**src/rtl/proc_bus_tracer.sv**
```systemverilog
// Passive trace monitor for the proc <-> memory_block bus.
// Ring-buffer recording with address trigger, post-trigger window and FWFT drain.
module proc_bus_tracer #(
  parameter int DEPTH     = 64,
  parameter int ADDR_W    = 6,
  parameter int POST_TRIG = 32,
  parameter int TS_W      = 16
) (
  input  logic              clk,
  input  logic              resetn,
  input  logic [15:0]       bus_address,
  input  logic [7:0]        bus_rd_data,
  input  logic [7:0]        bus_wr_data,
  input  logic              bus_wr_enable,
  input  logic              arm,
  input  logic              disarm,
  input  logic [15:0]       trig_addr,
  input  logic              trig_on_write,
  input  logic              rd_en,
  output logic [24+TS_W:0]  trace_data,
  output logic              trace_valid,
  output logic [ADDR_W:0]   trace_count,
  output logic [1:0]        state
);

  localparam int EW = 25 + TS_W;
  localparam logic [ADDR_W:0] FULL  = (ADDR_W+1)'(DEPTH);
  localparam logic [ADDR_W:0] PT_M1 = (ADDR_W+1)'(POST_TRIG - 1);
  localparam logic [ADDR_W:0] ONE   = (ADDR_W+1)'(1);

  typedef enum logic [1:0] {
    S_IDLE    = 2'd0,
    S_ARMED   = 2'd1,
    S_CAPTURE = 2'd2,
    S_DONE    = 2'd3
  } state_e;

  state_e              state_q, state_d;
  logic [ADDR_W-1:0]   wr_ptr_q, wr_ptr_d;
  logic [ADDR_W-1:0]   rd_ptr_q, rd_ptr_d;
  logic [ADDR_W:0]     cnt_q, cnt_d;
  logic [ADDR_W:0]     post_q, post_d;
  logic [TS_W-1:0]     ts_q, ts_d;
  logic                match;
  logic                full;
  logic                go_arm;
  logic                wr_en;
  logic [EW-1:0]       wr_entry;
  logic [EW-1:0]       ram [DEPTH];

  always_comb begin
    match    = (bus_address == trig_addr) &&
               (!trig_on_write || bus_wr_enable);
    full     = (cnt_q == FULL);
    go_arm   = arm && (state_q == S_IDLE || state_q == S_DONE);
    state_d  = state_q;
    wr_ptr_d = wr_ptr_q;
    rd_ptr_d = rd_ptr_q;
    cnt_d    = cnt_q;
    post_d   = post_q;
    wr_en    = 1'b0;
    // Entries carry the timestamp of the edge that records them.
    ts_d     = (go_arm && !disarm) ? '0 : ts_q + 1'b1;
    wr_entry = {bus_wr_enable, bus_address,
                bus_wr_enable ? bus_wr_data : bus_rd_data,
                ts_d};
    if (disarm) begin
      state_d  = S_IDLE;
      wr_ptr_d = '0;
      rd_ptr_d = '0;
      cnt_d    = '0;
      post_d   = '0;
    end else if (go_arm) begin
      state_d  = S_ARMED;
      wr_ptr_d = '0;
      rd_ptr_d = '0;
      cnt_d    = '0;
      post_d   = '0;
    end else begin
      unique case (state_q)
        S_ARMED, S_CAPTURE: begin
          wr_en    = 1'b1;
          wr_ptr_d = wr_ptr_q + 1'b1;
          if (full) rd_ptr_d = rd_ptr_q + 1'b1;
          else      cnt_d    = cnt_q + 1'b1;
          if (state_q == S_ARMED) begin
            if (match) begin
              if (POST_TRIG == 1) begin
                state_d = S_DONE;
              end else begin
                state_d = S_CAPTURE;
                post_d  = PT_M1;
              end
            end
          end else begin
            post_d = post_q - 1'b1;
            if (post_q == ONE) state_d = S_DONE;
          end
        end
        S_DONE: begin
          if (rd_en && trace_valid) begin
            rd_ptr_d = rd_ptr_q + 1'b1;
            cnt_d    = cnt_q - 1'b1;
          end
        end
        default: ;
      endcase
    end
  end

  always_ff @(posedge clk or negedge resetn) begin
    if (!resetn) begin
      state_q  <= S_IDLE;
      wr_ptr_q <= '0;
      rd_ptr_q <= '0;
      cnt_q    <= '0;
      post_q   <= '0;
      ts_q     <= '0;
    end else begin
      state_q  <= state_d;
      wr_ptr_q <= wr_ptr_d;
      rd_ptr_q <= rd_ptr_d;
      cnt_q    <= cnt_d;
      post_q   <= post_d;
      ts_q     <= ts_d;
    end
  end

  always_ff @(posedge clk) begin
    if (wr_en) ram[wr_ptr_q] <= wr_entry;
  end

  // Head is masked when empty so unwritten RAM never leaks out.
  assign trace_valid = (state_q == S_DONE) && (cnt_q != '0);
  assign trace_data  = trace_valid ? ram[rd_ptr_q] : '0;
  assign trace_count = cnt_q;
  assign state       = state_q;

endmodule

```
**config.mk**
```make
export PLATFORM = sky130hd
export DESIGN_NAME = proc_bus_tracer
export DESIGN_NICKNAME = d
export VERILOG_FILES = /design/src/rtl/proc_bus_tracer.sv
export SDC_FILE = /design/constraint.sdc
export NUM_CORES = 2
export LEC_CHECK = 0
export BUFFER_PORTS_ARGS = -buffer_cell sky130_fd_sc_hd__buf_2
export CAP_MARGIN = 20
export CORE_MARGIN = 5
export CORE_UTILIZATION = 35
export CTS_CLUSTER_SIZE = 20
export DETAILED_ROUTE_END_ITERATION = 10
export PLACE_DENSITY_LB_ADDON = 0.12
export SLEW_MARGIN = 10
export SYNTH_ARGS = -nofsm -noshare
export SYNTH_HDL_FRONTEND = slang
export SYNTH_SLANG_ARGS = --single-unit
```
**constraint.sdc**
```tcl
create_clock -name clk -period 6.9 [get_ports clk]
set_input_delay 0.69 -clock clk [delete_from_list [all_inputs] [get_ports clk]]
set_output_delay 0.69 -clock clk [all_outputs]
set_load 0.05 [all_outputs]
```
==> impl_results.md <==
- Status: finished, final reports clean
- Min-delay src: disarm
- Synth cell types: 60
- Maximum VDD drop: 0.202 mV
- Setup ws final: 1.35 ns
- Iter 0 DRT Violations: 6097
- Yosys Warn Count: 0
- Synth area leader: edfxtp_1
- Starting Density: 0.351
- Clock edge transition at the registers on the reported setup and hold paths: 0.06 ns
- Max Cap Viol: 0
- Total core area: 293000 um^2
- Largest family of logic cells by synthesized area: multiplexers
- Die Wd: 552 um
- Mapped Area: 103000 um^2
- Nets@finish: 4950
- CTS tree: done
- TNS Setup: 0 ns
- LEAKAGE: 36.1 nW
- Remaining Overflow, GRT: 0
- Seq cells post-synth: 2668
- Ys flop type: edfxtp_1
- Drt total wl: 325 mm
- Critical path startpoint category: register
- Syn Inst Count: 4509
- Met1 WL: 143 mm
- Number of global-route vias before repair: 51200
- Worst skew pair latency: 0.86 ns
- Layout cells sized above 1: 0.293
- Most numerous cell in the Yosys netlist: edfxtp_1
- Post-synthesis simple-gate area fraction: 0.0144
- Setup slack, reg-to-reg: 2.34 ns
- CTS buffer count: 295
- Least-Margin Pin Slew: 1.13 ns
- Port Buffer Count: 105
- Wire length per cell: 36.0 um
- Pwr Total: 40.4 mW
- Largest net degree at the start of global routing: 97
- Required @ worst endpoint: 6.21 ns
- Via/cell ratio: 5.57
- Reg2Reg Capture Point: ram[59][6]
- CP arrival: 4.86 ns
- EDFF count, synth: 2624
- Max Slew Vio Count: 0
- Die ar.: 305000 um^2
- Slew Limit Headroom: 0.245
- GP Congestion: 0.752
- Chip height: 552 um
- Syn-to-layout area delta: 15.5%
- First-pass GRT wire length: 441 mm
- H-tree depth: 5
- Metal2 WL: 156 mm
- Critical Path End Type: output port
- Placed cell area: 110000 um^2
- Core Util, Final: 0.405
- Setup repair bufs after CTS: 0
- Final instance area: 119000 um^2
- Core Rows: 199
- Clock skew: 0.0332 ns
- Hold WC Path Type: primary input to register
- Synth top area share: 0.766
- RSZ-0062 raised after global routing: no
- Cell depth of the worst hold path: 2
- Pwr/cell area: 340 nW/um^2
- First drt pass iteration count: 7
- I/O pin count: 106
- Leading post-synthesis cells by cell area: edfxtp_1 77%, mux4_2 15%, mux2i_1 1.9%
- Post-Synth Adder-Cell Area: 0.00146
- Hold Path End: wr_ptr_q[3]
- Mux contribution to synthesized area: 0.169
- Total GRT Usage: 0.208
- Fin crit period: 5.55 ns
- Root buffer cell: clkbuf_16
- Max clock buf depth: 4
- Max layer used: met5
- Reg2reg start: state[0]
- Via count: 50200
- CTS sink cnt: 2668
- CP max FO: 33
- Tcrit/Tclk final: 0.804
- Reg2Reg Depth: 6
- Initial antenna violation count: 30
- Post-synthesis xor/xnor area fraction: 0.00332
- CTS resizes: 0
- Residual DRC count: 0
- Mapped Avg Cell Area: 22.8 um^2
- Metal3 WL: 20.2 mm
- Dpl ws: 2.16 ns
- Seq/Total Area, Yosys: 0.777
- Async SR Flop Fraction: 0.0165
- Critical path class: register to output port
- Setup Viol. Count Final: 0
- Synth top cells by count: 2624 x edfxtp_1, 683 x mux4_2, 193 x mux2i_1
- Compound-Gate Fraction of Synth Area: 0.0215
- Detail Route Antenna Nets: 0
- Hpwl dp: 182 mm
- Max Clk Rate: 180 MHz
- Hold Buf Count CTS: 1
- Syn Nets: 4576
- Hold Vio Cnt, Final: 0
metrics by stage:
stage                     cells  hold slack (ns)
final                      9026            0.252
after global placement     8497            0.516
after detailed placement   8500            0.529
after CTS                  9016            0.168
after floorplan            4509            0.394
after global routing       9021            0.211
metal layers:
metal / GRT usage / up-vias
met5: 0 / -
met4: 0.0361 / 2
met3: 0.0333 / 338
met2: 0.337 / 1832
met1: 0.302 / 28100
li1: - / 20000
final cells by class:
| class | instances | area, um^2 |
|---|---|---|
| diodes | 6 | 15.0 |
| repair buffers | 322 | 2580 |
| inverters | 13 | 48.8 |
| clock buffers | 379 | 7930 |
| fillers | 26000 | 175000 |
| flip-flops and latches | 2668 | 79900 |
| multi-input cells | 1583 | 22300 |
| well taps | 3919 | 4900 |
| clock inverters | 136 | 1070 |
power breakdown:
part,total [mW],internal [mW],switching [mW]
clock network,15.0,8.66,6.33
logic,6.85,2.96,3.89
registers,18.6,18.4,0.209
total,40.4,30.0,10.4
worst max path at each step:
stage / start / to
floorplan: state[1] / ram[48][0]
global placement: rd_ptr_q[4] / trace_data[28]
detailed placement: rd_ptr_q[2] / trace_data[33]
CTS: rd_ptr_q[2] / trace_data[20]
global route: rd_ptr_q[2] / trace_data[33]
finish: rd_ptr_q[2] / trace_data[20]
cell usage in the layout (no fill, tap or decap), types with 71 or more instances in the layout:
master	Yosys	final
edfxtp_1	2624	2624
mux4_2	683	683
clkbuf_16	0	306
mux2i_1	193	193
buf_4	38	183
buf_2	90	104
nor2_4	0	76
clkinv_1	1	75
clkbuf_1	77	73
nand2_1	73	71
sequential cells by signal (all words and copies together), names as in the netlist:
signal,count
ram,2624
ts_q,16
post_q,7
trace_count,7
rd_ptr_q,6
wr_ptr_q,6
state,2
cell families after synthesis:
family          Yosys count
mux                     885
simple gates            322
fa+ha+maj                12
flops                  2668
xor+xnor                 39
compound gates          325
buf+inv                 258
worst max-delay path, cell delays in order (launching register included):
cell	delay, ns
dfrtp_4	0.89
nor2b_4	0.99
nand2b_4	0.67
o22ai_1	0.37
a211oi_1	0.08
nand2_1	0.11
o21ai_0	0.38
buf_2	0.38
Power figures use the tool's default switching activity.
